`src/rtl/mem_bus_initiator.sv`:
```
// Strobe-bus initiator: valid/ready commands are sequenced into registered start/write/addr/data phases.
// Optional MEM_BUS_INITIATOR_STATS_EN adds saturating wr_count/rd_count outputs.
module mem_bus_initiator #(
  parameter int ADDR_W     = 8,
  parameter int DATA_W     = 8,
  parameter int SETUP_CYC  = 1,
  parameter int STROBE_CYC = 2
) (
  input  logic              clk,
  input  logic              rst_n,
  input  logic              cmd_valid,
  output logic              cmd_ready,
  input  logic              cmd_write,
  input  logic [ADDR_W-1:0] cmd_addr,
  input  logic [DATA_W-1:0] cmd_wdata,
  output logic              rsp_valid,
  input  logic              rsp_ready,
  output logic [DATA_W-1:0] rsp_data,
  output logic              start,
  output logic              write,
  output logic [ADDR_W-1:0] addr,
  output logic [DATA_W-1:0] data_o,
  output logic              data_oe,
  input  logic [DATA_W-1:0] data_i
`ifdef MEM_BUS_INITIATOR_STATS_EN
  ,
  output logic [15:0]       wr_count,
  output logic [15:0]       rd_count
`endif
);

  localparam int CNT_MAX = (SETUP_CYC > STROBE_CYC) ? SETUP_CYC : STROBE_CYC;
  localparam int CNT_W   = (CNT_MAX > 1) ? $clog2(CNT_MAX) : 1;

  typedef enum logic [1:0] {IDLE, SETUP, STROBE, RECOVER} state_t;

  state_t            state_q, state_d;
  logic [CNT_W-1:0]  cnt_q, cnt_d;
  logic              start_d, write_d, data_oe_d, rsp_valid_d;
  logic [ADDR_W-1:0] addr_d;
  logic [DATA_W-1:0] data_o_d, rsp_data_d;
  logic              strobe_done;

  assign cmd_ready   = (state_q == IDLE) && !rsp_valid;
  assign strobe_done = (state_q == STROBE) && (cnt_q == '0);

  always_comb begin
    state_d     = state_q;
    cnt_d       = cnt_q;
    start_d     = 1'b0;
    write_d     = write;
    addr_d      = addr;
    data_o_d    = data_o;
    data_oe_d   = data_oe;
    rsp_valid_d = rsp_valid;
    rsp_data_d  = rsp_data;

    if (rsp_valid && rsp_ready) rsp_valid_d = 1'b0;

    case (state_q)
      IDLE: begin
        data_oe_d = 1'b0;
        if (cmd_valid && cmd_ready) begin
          write_d   = cmd_write;
          addr_d    = cmd_addr;
          data_o_d  = cmd_wdata;
          data_oe_d = cmd_write;
          cnt_d     = CNT_W'(SETUP_CYC - 1);
          state_d   = SETUP;
        end
      end
      SETUP: begin
        if (cnt_q == '0) begin
          cnt_d   = CNT_W'(STROBE_CYC - 1);
          start_d = 1'b1;
          state_d = STROBE;
        end else begin
          cnt_d = cnt_q - 1'b1;
        end
      end
      STROBE: begin
        if (cnt_q == '0) begin
          state_d = RECOVER;
          // Read data is captured while the responder is still driving the bus.
          if (!write) begin
            rsp_valid_d = 1'b1;
            rsp_data_d  = data_i;
          end
        end else begin
          cnt_d   = cnt_q - 1'b1;
          start_d = 1'b1;
        end
      end
      RECOVER: begin
        data_oe_d = 1'b0;
        state_d   = IDLE;
      end
      default: state_d = IDLE;
    endcase
  end

  // Registered bus and response outputs.
  always_ff @(posedge clk or negedge rst_n) begin
    if (!rst_n) begin
      state_q   <= IDLE;
      cnt_q     <= '0;
      start     <= 1'b0;
      write     <= 1'b0;
      addr      <= '0;
      data_o    <= '0;
      data_oe   <= 1'b0;
      rsp_valid <= 1'b0;
      rsp_data  <= '0;
    end else begin
      state_q   <= state_d;
      cnt_q     <= cnt_d;
      start     <= start_d;
      write     <= write_d;
      addr      <= addr_d;
      data_o    <= data_o_d;
      data_oe   <= data_oe_d;
      rsp_valid <= rsp_valid_d;
      rsp_data  <= rsp_data_d;
    end
  end

`ifdef MEM_BUS_INITIATOR_STATS_EN
  always_ff @(posedge clk or negedge rst_n) begin
    if (!rst_n) begin
      wr_count <= '0;
      rd_count <= '0;
    end else if (strobe_done) begin
      if (write && (wr_count != 16'hFFFF)) wr_count <= wr_count + 16'd1;
      if (!write && (rd_count != 16'hFFFF)) rd_count <= rd_count + 16'd1;
    end
  end
`endif

endmodule
```
`config.mk`:
```
export PLATFORM = sky130hd
export DESIGN_NAME = mem_bus_initiator
export DESIGN_NICKNAME = d
export VERILOG_FILES = /design/src/rtl/mem_bus_initiator.sv
export SDC_FILE = /design/constraint.sdc
export NUM_CORES = 1
export LEC_CHECK = 0
export BUFFER_PORTS_ARGS = -buffer_cell sky130_fd_sc_hd__buf_2
export CAP_MARGIN = 20
export CORE_ASPECT_RATIO = 1.75
export CORE_UTILIZATION = 50
export DETAILED_ROUTE_END_ITERATION = 6
export PLACE_DENSITY = 0.84
export SLEW_MARGIN = 20
export SYNTH_ARGS = -nofsm -noshare
export SYNTH_HDL_FRONTEND = slang
export SYNTH_SLANG_ARGS = --single-unit
```
`constraint.sdc`:
```
create_clock -name clk -period 3.1 [get_ports clk]
set_input_delay 0.31 -clock clk [delete_from_list [all_inputs] [get_ports clk]]
set_output_delay 0.31 -clock clk [all_outputs]
set_load 0.01 [all_outputs]
```
# [Word-level counts from Yosys, hierarchy flattened]
# Cells that the tools add are included.
[totals] reg_bits=31 input_bits=29 elab_cells=46
[classes] addsub=1 eq_ne=6 muxes=17 n_bitwise=2 n_reduce_logical=11
[ops] operator="2-to-1 mux 1 bit" count=10
[ops] operator="case mux 2 bit (4 select lines)" count=1
[ops] operator="2-to-1 mux 2 bit" count=3
[ops] operator="AND reduction 3 bit" count=2
[ops] operator="== test 2 bit (second input constant)" count=2
[ops] operator="!= test 2 bit (second input constant)" count=2
[ops] operator="case mux 1 bit (2 select lines)" count=2
[ops] operator="AND reduction 2 bit" count=2
[ops] operator="logical AND 1 bit" count=3
[ops] operator="case mux 1 bit (3 select lines)" count=1
[ops] operator="nonzero test 3 bit" count=1
[ops] operator="== test 2 x 1 -> 1 bit (second input constant)" count=1
[ops] operator="zero test 2 bit" count=1
[ops] operator="!= test 2 x 1 -> 1 bit (second input constant)" count=1
[ops] operator="inverter 1 bit" count=2
[ops] operator="nonzero test 2 bit" count=1
[ops] operator="zero test 1 bit" count=1
[ops] operator="subtractor 1 bit (second input constant)" count=1

# [Depth between registers and ports, before layout]
# Gate-level depths: netlist (run 1).
[depth] ltp_word=5 mapped_depth=6

# [Worst setup path before layout (run 1)]
# Ideal clock, no wire load.
[synth_path] path_type="register to register" startpoint="register state_q[0]" endpoint="register addr[2]" setup_ps=125 arrival_ps=1439 setup_slack_ps=1536 stages_incl_launch_ff=7 path_buffers=1 period_less_slack_ps=1564 cell_sequence="dfrtp_1 > inv_1 > ha_1 > nor2b_4 > nand2_4 > buf_8 > mux2_4"
[synth_via] elab_chain_len=4
[synth_rtl] element="from (decl)" line_no="37" rtl="state_t state_q, state_d;"
[synth_rtl] element="from (signal assigned)" line_no="115" rtl="state_q <= state_d;"
[synth_rtl] element="zero test 2 bit" line_no="44" rtl="assign cmd_ready = (state_q == IDLE) && !rsp_valid;"
[synth_rtl] element="logical AND 1 bit" line_no="44"
[synth_rtl] element="named net cmd_ready" line_no="12" rtl="output logic cmd_ready,"
[synth_rtl] element="logical AND 1 bit" line_no="63" rtl="if (cmd_valid && cmd_ready) begin"
[synth_rtl] element="AND reduction 2 bit (no source line)"
[synth_rtl] element="to (signal assigned)" line_no="119" rtl="addr <= addr_d;"
[synth_rtl] element="to (decl)" line_no="21" rtl="output logic [ADDR_W-1:0] addr,"
# The timed path passes the listed nets, and every way through them passes these cells.
# A chain may end at the register's enable or synchronous reset.

# [Worst setup path after layout (run 1)]
[layout_path] startpoint="register state_q[0]" endpoint="register rsp_data[3]"
[layout_via] elab_chain_len=2
[layout_rtl] element="== test 2 bit" line_no="60" rtl="case (state_q)"
[layout_rtl] element="AND reduction 3 bit (no source line)"
[layout_rtl] element="to (signal assigned)" line_no="123" rtl="rsp_data <= rsp_data_d;"
[layout_rtl] element="to (decl)" line_no="18" rtl="output logic [DATA_W-1:0] rsp_data,"
# No other way between the ends.

==> results.ini, run 1 <==
[cells_and_area]
post_route_cells_drive_above_1_share=0.6419
final_util=0.6867
area_growth_syn_to_layout_pct=28.93
diodes=0
filler_cell_count=198
fin_area_um2=1712
nets=181

[detailed_routing]
drtIter0Drc=15
first_pass_iters=4
viasPerCell=5.098
routed_wl_um=2537
wl_per_cell_um=14.58
vias=887
drc=0
ant_nets=0

[synthesis]
synth_area_leader_cell=dfrtp_1
netlist_area_um2=1328
ys_ff_latch=31
ys_top_cells_by_area=dfrtp_1 58%, mux2_2 16%, mux2_4 10%, ha_1 4.7%, nor3b_4 1.4%
synth.net_count=118
ys.flop_type=dfrtp_1
syn_avg_cell_area_um2=15.80
synth-edff-count=0
netlist_top_cells_count=31 x dfrtp_1, 19 x mux2_2, 9 x mux2_4, 5 x ha_1
yosys_warnings=0
netlist.area_leader.share=0.5844
async_flop_share=1.000
synth_cell_types=17
synthCells=84
yosysMostFrequentCell=dfrtp_1
yosysSeqAreaShare=0.5844

[global_routing]
grt_pass1_vias=1003
grt_max_degree=32
antenna_found_initial=0
gr-total-overflow=0
grt_usage=0.2214
grt_first_pass_wirelength_um=4215

[setup_path]
r2r-end=rsp_data[3]$_DFFE_PN0P_
crit_path_start=state_q[0]$_DFFE_PN0P_
slowest_stage=nor3b_4
crit_family=simple AND/OR/NAND/NOR gates
r2r_cells=4
crit_cells=4
worstSetupPathType=flip-flop to flip-flop
reg2reg_from=state_q[0]$_DFFE_PN0P_
r2r_slack_ns=1.38
crit_chain=inv_1 -> ha_1 -> nor3b_4 -> mux2_2
cp.required_ns=3.26
startpoint_type=flip-flop
critPathMaxStageDelay_ns=0.46
critPathMaxFanout=9
endpoint=rsp_data[3]$_DFFE_PN0P_
arrival_ns=1.88
endpoint_kind=flip-flop
worst-path-buf-inv=1

[cts]
clock_latency_ns=0.28
cts_max_level=2
clkTransAtPathRegs_ns=0.06
cts_tree=done
post_cts_resized=0
clockRootBuffer=clkbuf_8
cts_buffers=5
clock_sinks=31
cts_buffer_depth=2
postCtsSetupBuffers=0
hold_buffers=0

[sta]
setup_tns_ns=0
skew_ns=0.005622
finalSetupViolations=0
grt_setup_unrepaired=false
max_freq_mhz=581.4
worstMarginPinSlew_ns=0.6450
fin_crit_ns=1.720
setup_slack_ns=1.380
drv_slew=0
max_slew_margin=0.5700
hold_viol_final=0
period_share=0.5548

[power_and_ir_drop]
pwr_density_cell_nw_per_um2=1090
leakage_nw=0.9126
ir_worst_vdd_mv=0.6104

[min_path]
min_path_type=input pin to asynchronous set/reset pin

[place]
dpl_cell_area_um2=1630
preCtsSetupSlack_ns=1.393
io_buffers=57
place_hpwl_um=1870
gp_congestion=0.6798

[floorplan]
dieArea_um2=2873
die_w_um=40.95
rows=24
start_util=0.5326
core_um2=2492
io-pin-count=58
die_h_um=70.17

[run]
maxCapViolations=0

[status]
outcome=finished, final reports clean

==> worst min path at each step <==
stage	slack (ns)	depth (start not counted)	to	start
after floorplan	0.01	0	addr[0]$_DFFE_PN0P_	rst_n
after global placement	0.37	1	rsp_data[0]$_DFFE_PN0P_	rst_n
after detailed placement	0.38	1	rsp_data[5]$_DFFE_PN0P_	rst_n
after CTS	0.08	1	start$_DFF_PN0_	rst_n
after global routing	0.11	1	rsp_data[7]$_DFFE_PN0P_	rst_n
final	0.05	1	start$_DFF_PN0_	rst_n
==> worst reg2reg max path: stages, from the launching register on <==
cell and delay [ns]:
dfrtp_1 0.42, inv_1 0.11, ha_1 0.21, nor3b_4 0.46, mux2_2 0.40
==> cell families after synthesis <==
| family | share of synthesized area |
|---|---|
| simple gates | 0.05184 |
| flops | 0.5844 |
| mux | 0.2630 |
| fa+ha+maj | 0.04713 |
| buf+inv | 0.01979 |
| compound gates | 0.03394 |
==> sequential cells by signal, indices dropped and copies added, names as in the netlist <==
name,count
addr,8
data_o,8
rsp_data,8
state_q,2
cnt_q,1
data_oe,1
rsp_valid,1
start,1
write,1
==> placed cells by master, fill, tap and decap left out, drive strengths merged <==
master   n
a211oi   1
a21bo    1
a21o     1
a21oi    2
buf     57
clkbuf   7
clkinv   1
dfrtp   31
ha       5
inv      3
mux2    28
nand2    4
nand2b   1
nor2     2
nor2b    1
nor3b    1
o21ai    2
==> layer usage <==
layer  routed length [um]  up-vias  part of all wire  global-route usage
met5                    0        -                 0                   0
met1                  855      433              0.34              0.2057
met3                  135        6             0.053             0.07937
met4                   56        0             0.022              0.1074
met2                 1490       33              0.59              0.3802
li1                     -      415                 -                   -
==> area by class of cell <==
class | instances | area [um^2] | area share
flip-flops and latches | 31 | 775.7 | 0.4532
well taps | 26 | 32.53 | 0.01901
inverters | 3 | 11.26 | 0.006579
clock inverters | 1 | 5.005 | 0.002924
multi-input cells | 49 | 525.5 | 0.3070
repair buffers | 57 | 285.3 | 0.1667
clock buffers | 7 | 76.32 | 0.04459
==> metrics by stage <==
stage | hold WS, ns | total power, W | cells
floorplan | 0.01441 | 0.001289 | 84
global placement | 0.3672 | 0.001534 | 166
detailed placement | 0.3839 | 0.001583 | 166
CTS | 0.07582 | 0.001890 | 174
global route | 0.1138 | 0.002009 | 174
finish | 0.05232 | 0.001866 | 174
==> power by group <==
group / switching [W] / total [W] / internal, W
Clock: 0.000138 / 0.000295 / 0.000157
Combinational: 0.000367 / 0.000829 / 0.000462
Sequential: 0.000131 / 0.000742 / 0.000611
Total: 0.000636 / 0.00187 / 0.00123
No activity file was read; power rests on OpenSTA's default activity.
==> run 2: changes to the inputs <==
CORE_UTILIZATION = 42   (was 50)
PLACE_DENSITY = 0.75   (was 0.84)
clock period = 1.5 ns   (was 3.1 ns; I/O delays follow)
==> run 2 against run 1 <==
First-iteration DRC count fell by 40%. Largest power group unchanged. Final cell count rose by 13%. Clock skew fell by 0.0028 ns. Critical path type unchanged. Sequential power rose by 100%.
==> results.ini, run 2 (same netlist as run 1, synthesis figures left out) <==
[status]
outcome=finished, final reports clean

[cts]
clock_sinks=31
clockRootBuffer=clkbuf_8
cts_buffers=5
cts_tree=done
cts_buffer_depth=2
clock_latency_ns=0.27
cts_max_level=2
clkTransAtPathRegs_ns=0.06

[sta]
fin_crit_ns=1.492
setup_slack_ns=0.007718
hold_viol_final=0
skew_ns=0.002816
worstMarginPinSlew_ns=0.6583
period_share=0.9949
drv_slew=0
grt_setup_unrepaired=true
max_slew_margin=0.5611
max_freq_mhz=670.1
finalSetupViolations=0

[power_and_ir_drop]
leakage_nw=0.9674
ir_worst_vdd_mv=1.473
p_total_w=0.004309
pwr_density_cell_nw_per_um2=2300

[place]
preCtsSetupSlack_ns=-0.03628
place_hpwl_um=1917
io_buffers=57
placedCellCount=187
dpl_cell_area_um2=1707
gp_congestion=0.7748

[cells_and_area]
filler_cell_count=241
fin_area_um2=1873
final_common_cell=buf_2
final_cell_mix=57 x buf_2, 31 x dfrtp_1, 17 x mux2_2
post_route_cells_drive_above_1_share=0.6968
fin_cells=197
area_growth_syn_to_layout_pct=41.09
top_regs=addr (8), data_o (8), rsp_data (8)
diodes=0
nets=188

[min_path]
hold_depth=2
min_path_type=input pin to flip-flop
hp-start=cmd_addr[6]
min_to=addr[6]$_DFFE_PN0P_

[floorplan]
core_um2=2960
io-pin-count=58
start_util=0.4484
dieArea_um2=3398
die_h_um=76.37
die_w_um=44.50
rows=26

[setup_path]
critPathMaxStageDelay_ns=0.41
critPathMaxFanout=9
endpoint_kind=flip-flop
worst-path-buf-inv=2
worstSetupPathType=flip-flop to flip-flop
crit_chain=inv_2 -> ha_4 -> nor3b_4 -> buf_12 -> mux2_2
slowest_stage=dfrtp_1
cp.required_ns=1.66
crit_family=flip-flops
startpoint_type=flip-flop
arrival_ns=1.65
reg2reg_from=state_q[0]$_DFFE_PN0P_
r2r-end=rsp_data[2]$_DFFE_PN0P_
r2r_cells=5
r2r_slack_ns=0.008

[global_routing]
grt_usage=0.1643
met3_usage=0.03791
grt_first_pass_wirelength_um=4098
grt.busiest_layer=met2
grt_max_degree=32
grt_pass1_vias=983
gr-total-overflow=0
met1_usage=0.1585
use_met2=0.2971
antenna_found_initial=0

[detailed_routing]
ant_nets=0
vias=937
drtIter0Drc=9
first_pass_iters=4
wl_per_cell_um=12.52
drc=0
viasPerCell=4.756
routed_wl_um=2466

[run]
maxCapViolations=0

==> run 2: worst reg2reg max path: cells and delay by family (launching register included) <==
| kind | cells | cell delay, ns |
|---|---|---|
| fa+ha+maj | 1 | 0.15 |
| flops | 1 | 0.41 |
| mux | 1 | 0.34 |
| simple gates | 1 | 0.22 |
| buf+inv | 2 | 0.26 |
==> run 2: worst max path at each step <==
stage | from | to | cells after the start
floorplan | state_q[1]$_DFFE_PN0P_ | addr[2]$_DFFE_PN0P_ | 6
global placement | state_q[0]$_DFFE_PN0P_ | state_q[1]$_DFFE_PN0P_ | 5
CTS | state_q[1]$_DFFE_PN0P_ | data_o[0]$_DFFE_PN0P_ | 5
detailed placement | state_q[0]$_DFFE_PN0P_ | rsp_data[2]$_DFFE_PN0P_ | 5
finish | state_q[0]$_DFFE_PN0P_ | rsp_data[2]$_DFFE_PN0P_ | 5
global route | state_q[0]$_DFFE_PN0P_ | addr[6]$_DFFE_PN0P_ | 5
==> run 2: through the flow <==
stage                     hold slack [ns]  setup TNS, ns    util
after floorplan                   -0.1456        -0.4894       -
after global placement             0.2097              0  0.5765
after detailed placement           0.2227        -0.1638  0.5765
after CTS                         0.09495       -0.02941  0.6281
after global routing              0.09309        -0.8598  0.6327
final                              0.1050              0  0.6327
==> run 2: layout make-up <==
class	instances	area, um^2	area share
clock buffers	6	82.58	0.04409
clock inverters	2	35.03	0.01870
multi-input cells	49	559.3	0.2986
inverters	3	11.26	0.006012
well taps	42	52.55	0.02806
flip-flops and latches	31	775.7	0.4142
repair buffers	64	356.6	0.1904
==> run 2: repair_timing <==
item,4_1_cts,5_1_grt
endpoints found under the hold margin,31,0
hold buffers,1,0
pin swaps,0,1
resized for setup,4,4
endpoints found under the setup margin,9,27
setup buffers,0,1
==> run 2: layer usage <==
| metal | share of wire | routed length [um] |
|---|---|---|
| met1 | 0.35 | 862 |
| met2 | 0.59 | 1450 |
| met3 | 0.047 | 115 |
| met4 | 0.015 | 37 |
| met5 | 0 | 0 |
==> run 2: report_power, final <==
part / leakage, nW / switching, W / internal [W]
combinational: 0.534 / 0.000829 / 0.00114
clock: 0.0612 / 0.000280 / 0.000536
sequential: 0.372 / 0.000262 / 0.00126
